## src/rtl/salamander_ioctl_loader_if.sv

```systemverilog
// Bundles the ioctl byte-download bus and the SDRAM write-request channel.
// The master modport is the loader's view; the slave modport is the transmitter/arbiter view.
interface salamander_ioctl_loader_if;
  logic        ioctl_download;
  logic [15:0] ioctl_index;
  logic [26:0] ioctl_addr;
  logic [7:0]  ioctl_data;
  logic        ioctl_wr;
  logic        ioctl_wait;
  logic [21:0] o_SDRAM_ADDR;
  logic [15:0] o_SDRAM_DATA;
  logic [1:0]  o_SDRAM_BE;
  logic        o_SDRAM_WR_REQ;
  logic        i_SDRAM_WR_ACK;

  modport master (
    input  ioctl_download, ioctl_index, ioctl_addr, ioctl_data, ioctl_wr, i_SDRAM_WR_ACK,
    output ioctl_wait, o_SDRAM_ADDR, o_SDRAM_DATA, o_SDRAM_BE, o_SDRAM_WR_REQ
  );

  modport slave (
    output ioctl_download, ioctl_index, ioctl_addr, ioctl_data, ioctl_wr, i_SDRAM_WR_ACK,
    input  ioctl_wait, o_SDRAM_ADDR, o_SDRAM_DATA, o_SDRAM_BE, o_SDRAM_WR_REQ
  );
endinterface

```

## src/rtl/salamander_ioctl_loader.sv

```systemverilog
// Packs ioctl download bytes into 16-bit SDRAM words, issuing one held write request per word
// and flushing a lone trailing even byte when the download ends.
module salamander_ioctl_loader #(
  parameter logic [15:0] ROM_INDEX = 16'h0000
) (
  input  logic                             i_EMU_MCLK,
  input  logic                             i_EMU_INITRST,
  salamander_ioctl_loader_if.master        bus,
  output logic [21:0]                      o_WORD_CNT,
  output logic                             o_ROM_DOWNLOAD_DONE,
  output logic                             o_OVERRUN
);

  typedef enum logic [2:0] {IDLE, COLLECT, REQ, FLUSH, DONE} state_t;

  state_t      state, state_n;
  logic [7:0]  pend_data, pend_data_n;
  logic [21:0] pend_addr, pend_addr_n;
  logic        pend_valid, pend_valid_n;
  logic [21:0] req_addr, req_addr_n;
  logic [15:0] req_data, req_data_n;
  logic [1:0]  req_be, req_be_n;
  logic [21:0] word_cnt, word_cnt_n;
  logic        done, done_n;
  logic        overrun, overrun_n;
  logic        dl_low_q;
  logic        hit_q;

  logic        index_match, hit, start, accept, busy, odd;
  logic [21:0] waddr;
  logic [3:0]  unused_addr_hi;

  assign index_match    = (bus.ioctl_index == ROM_INDEX);
  assign busy           = (state == REQ) || (state == FLUSH);
  assign hit            = bus.ioctl_download && bus.ioctl_wr && index_match;
  // dl_low_q resets to 0 so a download already active at reset release never looks like a rising edge
  assign start          = bus.ioctl_download && dl_low_q && index_match;
  assign accept         = (state == COLLECT) && hit && !hit_q;
  assign waddr          = bus.ioctl_addr[22:1];
  assign odd            = bus.ioctl_addr[0];
  assign unused_addr_hi = bus.ioctl_addr[26:23];

  always_comb begin
    state_n      = state;
    pend_data_n  = pend_data;
    pend_addr_n  = pend_addr;
    pend_valid_n = pend_valid;
    req_addr_n   = req_addr;
    req_data_n   = req_data;
    req_be_n     = req_be;
    word_cnt_n   = word_cnt;
    done_n       = done;
    overrun_n    = overrun;

    // A strobe during a pending request, or one cycle after the previous strobe, breaks the spacing contract
    if (hit && (busy || hit_q))
      overrun_n = 1'b1;

    case (state)
      IDLE, DONE: begin
        if (start) begin
          state_n      = COLLECT;
          word_cnt_n   = '0;
          done_n       = 1'b0;
          overrun_n    = 1'b0;
          pend_valid_n = 1'b0;
        end
      end
      COLLECT: begin
        if (!bus.ioctl_download) begin
          if (pend_valid) begin
            req_addr_n   = pend_addr;
            req_data_n   = {8'h00, pend_data};
            req_be_n     = 2'b01;
            pend_valid_n = 1'b0;
            state_n      = FLUSH;
          end else begin
            done_n  = 1'b1;
            state_n = DONE;
          end
        end else if (accept) begin
          if (!odd) begin
            if (pend_valid && (pend_addr != waddr)) begin
              req_addr_n = pend_addr;
              req_data_n = {8'h00, pend_data};
              req_be_n   = 2'b01;
              state_n    = REQ;
            end
            pend_data_n  = bus.ioctl_data;
            pend_addr_n  = waddr;
            pend_valid_n = 1'b1;
          end else if (pend_valid && (pend_addr == waddr)) begin
            req_addr_n   = waddr;
            req_data_n   = {bus.ioctl_data, pend_data};
            req_be_n     = 2'b11;
            pend_valid_n = 1'b0;
            state_n      = REQ;
          end else begin
            req_addr_n = waddr;
            req_data_n = {bus.ioctl_data, 8'h00};
            req_be_n   = 2'b10;
            state_n    = REQ;
          end
        end
      end
      REQ: begin
        if (bus.i_SDRAM_WR_ACK) begin
          word_cnt_n = word_cnt + 22'd1;
          state_n    = COLLECT;
        end
      end
      FLUSH: begin
        if (bus.i_SDRAM_WR_ACK) begin
          word_cnt_n = word_cnt + 22'd1;
          done_n     = 1'b1;
          state_n    = DONE;
        end
      end
      default: state_n = IDLE;
    endcase
  end

  always_ff @(posedge i_EMU_MCLK or posedge i_EMU_INITRST) begin
    if (i_EMU_INITRST) begin
      state      <= IDLE;
      pend_data  <= '0;
      pend_addr  <= '0;
      pend_valid <= 1'b0;
      req_addr   <= '0;
      req_data   <= '0;
      req_be     <= '0;
      word_cnt   <= '0;
      done       <= 1'b0;
      overrun    <= 1'b0;
      dl_low_q   <= 1'b0;
      hit_q      <= 1'b0;
    end else begin
      state      <= state_n;
      pend_data  <= pend_data_n;
      pend_addr  <= pend_addr_n;
      pend_valid <= pend_valid_n;
      req_addr   <= req_addr_n;
      req_data   <= req_data_n;
      req_be     <= req_be_n;
      word_cnt   <= word_cnt_n;
      done       <= done_n;
      overrun    <= overrun_n;
      dl_low_q   <= !bus.ioctl_download;
      hit_q      <= hit;
    end
  end

  assign bus.ioctl_wait      = busy;
  assign bus.o_SDRAM_WR_REQ  = busy;
  assign bus.o_SDRAM_ADDR    = req_addr;
  assign bus.o_SDRAM_DATA    = req_data;
  assign bus.o_SDRAM_BE      = req_be;
  assign o_WORD_CNT          = word_cnt;
  assign o_ROM_DOWNLOAD_DONE = done;
  assign o_OVERRUN           = overrun;

endmodule

```

## src/flat_wrapper.sv

```systemverilog
// flat-port wrapper written by rule: the top's interface ports become plain ports
module salamander_ioctl_loader_flat 
#(
  parameter logic [15:0] ROM_INDEX = 16'h0000
)
  (i_EMU_MCLK, i_EMU_INITRST, o_WORD_CNT, o_ROM_DOWNLOAD_DONE, o_OVERRUN, bus_ioctl_download, bus_ioctl_index, bus_ioctl_addr, bus_ioctl_data, bus_ioctl_wr, bus_i_SDRAM_WR_ACK, bus_ioctl_wait, bus_o_SDRAM_ADDR, bus_o_SDRAM_DATA, bus_o_SDRAM_BE, bus_o_SDRAM_WR_REQ);
  salamander_ioctl_loader_if bus_i ();
  input  logic i_EMU_MCLK;
  input  logic i_EMU_INITRST;
  output logic [21:0] o_WORD_CNT;
  output logic o_ROM_DOWNLOAD_DONE;
  output logic o_OVERRUN;
  input wire logic [$bits(bus_i.ioctl_download)-1:0] bus_ioctl_download;
  input wire logic [$bits(bus_i.ioctl_index)-1:0] bus_ioctl_index;
  input wire logic [$bits(bus_i.ioctl_addr)-1:0] bus_ioctl_addr;
  input wire logic [$bits(bus_i.ioctl_data)-1:0] bus_ioctl_data;
  input wire logic [$bits(bus_i.ioctl_wr)-1:0] bus_ioctl_wr;
  input wire logic [$bits(bus_i.i_SDRAM_WR_ACK)-1:0] bus_i_SDRAM_WR_ACK;
  output wire logic [$bits(bus_i.ioctl_wait)-1:0] bus_ioctl_wait;
  output wire logic [$bits(bus_i.o_SDRAM_ADDR)-1:0] bus_o_SDRAM_ADDR;
  output wire logic [$bits(bus_i.o_SDRAM_DATA)-1:0] bus_o_SDRAM_DATA;
  output wire logic [$bits(bus_i.o_SDRAM_BE)-1:0] bus_o_SDRAM_BE;
  output wire logic [$bits(bus_i.o_SDRAM_WR_REQ)-1:0] bus_o_SDRAM_WR_REQ;
  assign bus_i.ioctl_download = bus_ioctl_download;
  assign bus_i.ioctl_index = bus_ioctl_index;
  assign bus_i.ioctl_addr = bus_ioctl_addr;
  assign bus_i.ioctl_data = bus_ioctl_data;
  assign bus_i.ioctl_wr = bus_ioctl_wr;
  assign bus_i.i_SDRAM_WR_ACK = bus_i_SDRAM_WR_ACK;
  assign bus_ioctl_wait = bus_i.ioctl_wait;
  assign bus_o_SDRAM_ADDR = bus_i.o_SDRAM_ADDR;
  assign bus_o_SDRAM_DATA = bus_i.o_SDRAM_DATA;
  assign bus_o_SDRAM_BE = bus_i.o_SDRAM_BE;
  assign bus_o_SDRAM_WR_REQ = bus_i.o_SDRAM_WR_REQ;
  salamander_ioctl_loader #(.ROM_INDEX(ROM_INDEX)) u_core (.i_EMU_MCLK(i_EMU_MCLK), .i_EMU_INITRST(i_EMU_INITRST), .bus(bus_i), .o_WORD_CNT(o_WORD_CNT), .o_ROM_DOWNLOAD_DONE(o_ROM_DOWNLOAD_DONE), .o_OVERRUN(o_OVERRUN));
endmodule
```

## config.mk

```make
export PLATFORM = sky130hd
export DESIGN_NAME = salamander_ioctl_loader_flat
export DESIGN_NICKNAME = d
export VERILOG_FILES = /design/src/rtl/salamander_ioctl_loader_if.sv /design/src/rtl/salamander_ioctl_loader.sv /design/src/flat_wrapper.sv
export SDC_FILE = /design/constraint.sdc
export NUM_CORES = 1
export LEC_CHECK = 0
export CAP_MARGIN = 10
export CORE_UTILIZATION = 41
export CTS_CLUSTER_SIZE = 30
export DETAILED_ROUTE_END_ITERATION = 6
export DONT_BUFFER_PORTS = 1
export SLEW_MARGIN = 10
export SYNTH_ARGS = -nofsm -noshare
export SYNTH_HDL_FRONTEND = slang
export SYNTH_SLANG_ARGS = --single-unit
```

## constraint.sdc

```tcl
create_clock -name i_EMU_MCLK -period 6.64 [get_ports i_EMU_MCLK]
set_input_delay 0.664 -clock i_EMU_MCLK [delete_from_list [all_inputs] [get_ports i_EMU_MCLK]]
set_output_delay 0.664 -clock i_EMU_MCLK [all_outputs]
set_load 0.01 [all_outputs]
```

Word level (Yosys, flattened, before mapping)

Cells that the tools add are included.

Register bits: 100
Input port bits: 56
Output and inout bits: 66
Logic and storage cells: 100

$add $sub $neg: 1
Eq/ne operators: 17
Mux-type cells: 42
Bitwise gates (word level): 1
Reduce and logical (&&, ||, !) cells: 27

Operators by type and width:

| kind                                                  | number |
|---|---|
| two-way mux 22 bit                                    | 7 |
| two-way mux 16 bit                                    | 5 |
| case mux 22 bit (2 select lines)                      | 1 |
| two-way mux 3 bit                                     | 8 |
| adder 22 x 1 -> 22 bit, second input constant         | 1 |
| == test 22 bit                                        | 1 |
| inequality test 22 bit                                | 1 |
| logical NOT 16 bit                                    | 1 |
| two-way mux 1 bit                                     | 12 |
| case mux 3 bit (4 select lines)                       | 1 |
| AND reduction 4 bit                                   | 3 |
| two-way mux 2 bit                                     | 5 |
| AND reduction 5 bit                                   | 2 |
| logical AND 1 bit                                     | 9 |
| two-way mux 8 bit                                     | 1 |
| inequality test 2 bit, second input constant          | 4 |
| inequality test 4 bit, second input constant          | 2 |
| == test 3 x 2 -> 1 bit, second input constant         | 2 |
| inequality test 2 x 1 -> 1 bit, second input constant | 3 |
| nonzero test 2 bit                                    | 3 |
| OR reduction 2 bit                                    | 2 |
| == test 3 x 1 -> 1 bit, second input constant         | 1 |
| == test 3 bit, second input constant                  | 1 |
| logical NOT 3 bit                                     | 1 |
| 9 further kinds                                       | 11 |

Logic depth before layout (Yosys ltp)

Word-level depth: 7
Gate-level depth with buffers: 8
Mapped depth without buffers: 6

Least setup slack after synthesis

Ideal clock, no wire load.

Path kind: input -> register
From: in bus_ioctl_index[7]
To: reg u_core.req_addr[0] (netlist: u_core.bus.o_SDRAM_ADDR[0])
Library setup time: 0.128 ns
Arrival time: 2.871 ns
Required time: 6.512 ns
Slack: 3.642 ns
Stages on the path: 7
Buffers on the path: 1
Cell sequence: or4_4 -> or4b_4 -> nor4_4 -> o221ai_2 -> a31oi_4 -> buf_6 -> mux2_1

Word-level cells in the longest chain between the ends: 6

Ends and longest elaborated chain:

| element                                         | line                           | source |
|---|---|---|
| from (decl)                                     | flat_wrapper.sv:14             | `input wire logic [$bits(bus_i.ioctl_index)-1:0] bus_ioctl_index;` |
| logical NOT 16 bit                              | salamander_ioctl_loader.sv:33  | `assign index_match = (bus.ioctl_index == ROM_INDEX);` |
| logical AND 1 bit                               | salamander_ioctl_loader.sv:35  | `assign hit = bus.ioctl_download && bus.ioctl_wr && index_match;` |
| logical AND 1 bit (2 in series)                 | salamander_ioctl_loader.sv:38  | `assign accept = (state == COLLECT) && hit && !hit_q;` |
| inequality test 2 x 1 -> 1 bit (no source line) | --                             |  |
| AND reduction 4 bit (no source line)            | --                             |  |
| to (signal assigned)                            | salamander_ioctl_loader.sv:142 | `req_addr <= req_addr_n;` |
| to (decl)                                       | salamander_ioctl_loader.sv:20  | `logic [21:0] req_addr, req_addr_n;` |

No other way between the ends.
A chain may end at the register's enable or synchronous reset.

Worst setup path after layout

From: in bus_ioctl_index[7]
To: reg u_core.req_be[0] (netlist: u_core.bus.o_SDRAM_BE[0])

Word-level cells in the longest chain between the ends: 6

Ends and longest elaborated chain:

| element                                         | line                           | source |
|---|---|---|
| logical NOT 16 bit                              | salamander_ioctl_loader.sv:33  |  |
| logical AND 1 bit                               | salamander_ioctl_loader.sv:35  |  |
| logical AND 1 bit (2 in series)                 | salamander_ioctl_loader.sv:38  |  |
| inequality test 2 x 1 -> 1 bit (no source line) | --                             |  |
| AND reduction 4 bit (no source line)            | --                             |  |
| to (signal assigned)                            | salamander_ioctl_loader.sv:144 | `req_be <= req_be_n;` |
| to (decl)                                       | salamander_ioctl_loader.sv:22  | `logic [1:0] req_be, req_be_n;` |

No other way between the ends.

==> results.json <==
{
  "cts_hold_buf": 0,
  "antenna_found_initial": 0,
  "syn-num-nets": 467,
  "leakagePower_nw": 2.435,
  "peakVddDrop_v": 0.0001075,
  "drtPass1Iterations": 4,
  "synth-edff-count": 0,
  "drc": 0,
  "synth_area_leaders": "dfrtp_1 (52%), mux2_2 (12%), mux2_1 (5.1%)",
  "synth_cell_types": 44,
  "finalHoldViolations": 0,
  "finalSetupViolCount": 0,
  "drive_above_1_share": 0.1937,
  "hpwl_um": 6876,
  "syn_area_um2": 4825,
  "cp_data_arrival_time_ns": 3.69,
  "utilization": 0.4591,
  "viasPerCell": 5.469,
  "tns_ns": 0,
  "skew_ns": 0.008191,
  "synth_fa_ha_area_frac": 0.002593,
  "vias": 3041,
  "ys_seq_area_frac": 0.5187,
  "synth_flop_cell": "dfrtp_1",
  "grt_setup_unrepaired": "no",
  "clk_pin_slew_ns": 0.07,
  "stdcell_count": 556,
  "ctsResizeCount": 0,
  "cts_buffers": 9,
  "yosysWarningCount": 0,
  "syn_area_per_cell_um2": 11.77,
  "ant_nets": 0,
  "synth.top_cells.by_count": "dfrtp_1 (100), mux2_2 (53), nor2_1 (29), nand2_1 (27), xnor2_1 (26)",
  "yosys.area.top_type_share": 0.5187,
  "clock_path_buffers": 2,
  "wirelength_um": 9810,
  "ctsRootBufferMaster": "clkbuf_16",
  "track_usage": 0.1681,
  "synth_cells": 410,
  "async_flop_share": 1.000,
  "grt-ovfl-total": 0,
  "worstSetupStartpointType": "primary input",
  "nets": 466,
  "die-area_um2": 12200,
  "place_congestion": 0.8152,
  "io_buffer_count": 0,
  "start_util": 0.4225,
  "placementRows": 39,
  "synth-simple-area-share": 0.1271,
  "ios": 122,
  "power_density_nw_per_um2": 235.8,
  "worst_slack_ns": 3.182,
  "crit_fanout": 22,
  "dr.first_iter.drc_count": 154,
  "core-area_um2": 11420,
  "min_period_over_period": 0.5208,
  "min_path_type": "primary input to async pin",
  "max-slew-margin-rel": 0.2683,
  "cts_tree": "done",
  "cts_setup_buffers": 0,
  "outcome": "finished, final reports clean",
  "clock_latency_ns": 0.34,
  "muxShareOfSynthArea": 0.1916,
  "cts.sinks": 100,
  "h-tree-depth": 3,
  "die_x_um": 110.5,
  "grt_pass1_wl_um": 16150,
  "ys_ff_latch": 100,
  "fin_crit_ns": 3.458,
  "grt_pass1_vias": 3058,
  "synth_area_leader_cell": "dfrtp_1",
  "wl_per_cell_um": 17.64,
  "maxCapViolCount": 0,
  "die_h_um": 110.5,
  "cp.required_ns": 6.87,
  "synth_top_family_by_area": "multiplexers",
  "tightest_slew_ns": 1.095,
  "worstSetupPathType": "primary input to flop",
  "timing.fmax_ghz": 0.2892,
  "dp_worst_setup_slack_ns": 2.773,
  "yosys.area_share.xor_xnor": 0.07261,
  "antennaDiodeCount": 0,
  "endpoint_kind": "flop",
  "r2r_cells": 6,
  "yosysMostFrequentCell": "dfrtp_1",
  "grt_start_max_net_pins": 54,
  "slew_viol_final": 0,
  "dp.cells": 541,
  "area_delta_synth_final_pct": 8.662,
  "synth_compound_area_frac": 0.05368
}
critical path, stage by stage:
cell,delay (ns)
or4_4,0.53
or4b_4,0.56
nor4_4,0.30
o221ai_2,0.15
a31oi_4,0.63
buf_4,0.44
mux2_2,0.38
cell families (layout without fill, tap and decap cells):
logic type                 Yosys count  in the layout
buffers and inverters               36             39
and+or+nand+nor                    116            116
xor gates and xnor gates            40             40
DFF                                100            100
AOI/OAI and AO/OA                   34             34
adders and majority gates            1              1
muxes                               83             83
metrics by stage:
step	area [µm²]	power, mW	hold WS [ns]
3_5_place_dp	4950	0.7294	0.4961
2_1_floorplan	4825	0.7094	0.4806
3_3_place_gp	4950	0.7280	0.4898
4_1_cts	5243	1.255	0.2954
6_report	5243	1.236	0.2636
5_1_grt	5243	1.292	0.3222
worst paths after layout:
check,startpoint,to,slack (ns)
max reg2reg,u_core.state[1],u_core.o_WORD_CNT[11],3.78
max,bus_ioctl_index[7],u_core.bus.o_SDRAM_BE[0],3.18
min in group i_EMU_MCLK,bus_ioctl_download,u_core.dl_low_q,0.38
min,i_EMU_INITRST,u_core.hit_q,0.26
min reg2reg,u_core.pend_data[0],u_core.pend_data[0],0.51
max in group asynchronous,i_EMU_INITRST,u_core.o_WORD_CNT[4],5.28
where the power goes:
| part | leakage [nW] | switching, mW | internal [mW] | total (mW) |
|---|---|---|---|---|
| clock | 0.138 | 0.220 | 0.300 | 0.520 |
| sequential | 1.30 | 0.0121 | 0.616 | 0.629 |
| combinational | 1.00 | 0.0501 | 0.0376 | 0.0877 |
| total | 2.44 | 0.283 | 0.954 | 1.24 |
cell type report:
| type | instances | area, µm² |
|---|---|---|
| Multi-Input combinational cell | 274 | 2165 |
| Clock buffer | 11 | 242.7 |
| Timing Repair Buffer | 3 | 22.52 |
| Tap cell | 143 | 178.9 |
| Sequential cell | 100 | 2502 |
| Clock inverter | 4 | 50.05 |
| Inverter | 21 | 81.33 |
| Fill cell | 1054 | 6176 |
sequential cells by signal (all words and copies together), names as in the netlist:
name / flops
u_core.bus.o_SDRAM_ADDR: 22
u_core.state: 3
u_core.pend_addr: 22
u_core.pend_data: 8
u_core.bus.o_SDRAM_DATA: 16
u_core.pend_valid: 1
u_core.o_OVERRUN: 1
u_core.bus.o_SDRAM_BE: 2
u_core.o_ROM_DOWNLOAD_DONE: 1
u_core.o_WORD_CNT: 22
u_core.dl_low_q: 1
u_core.hit_q: 1
metal layers:
| layer | routed length, µm | global-route usage |
|---|---|---|
| met5 | 0 | 0 |
| met4 | 148 | 0.06400 |
| met3 | 777 | 0.06422 |
| met2 | 4768 | 0.2770 |
| met1 | 4114 | 0.1982 |
cells in the final DEF (no fill, tap or decap), types with 4 or more instances in the layout:
cell,Yosys,final
mux2i_1,8,8
and4_1,4,4
dfrtp_1,100,100
nor2b_1,5,5
clkbuf_16,0,9
inv_1,21,20
nor4_1,4,4
xor2_1,14,14
a21oi_1,5,5
o21ai_0,6,6
o2bb2ai_1,8,8
mux2_2,53,53
xnor2_1,26,26
nor3_1,8,7
nor2_1,29,29
nand4_1,13,13
nand2_1,27,27
nand3_1,9,9
mux2_1,22,22
Power figures use the tool's default switching activity.
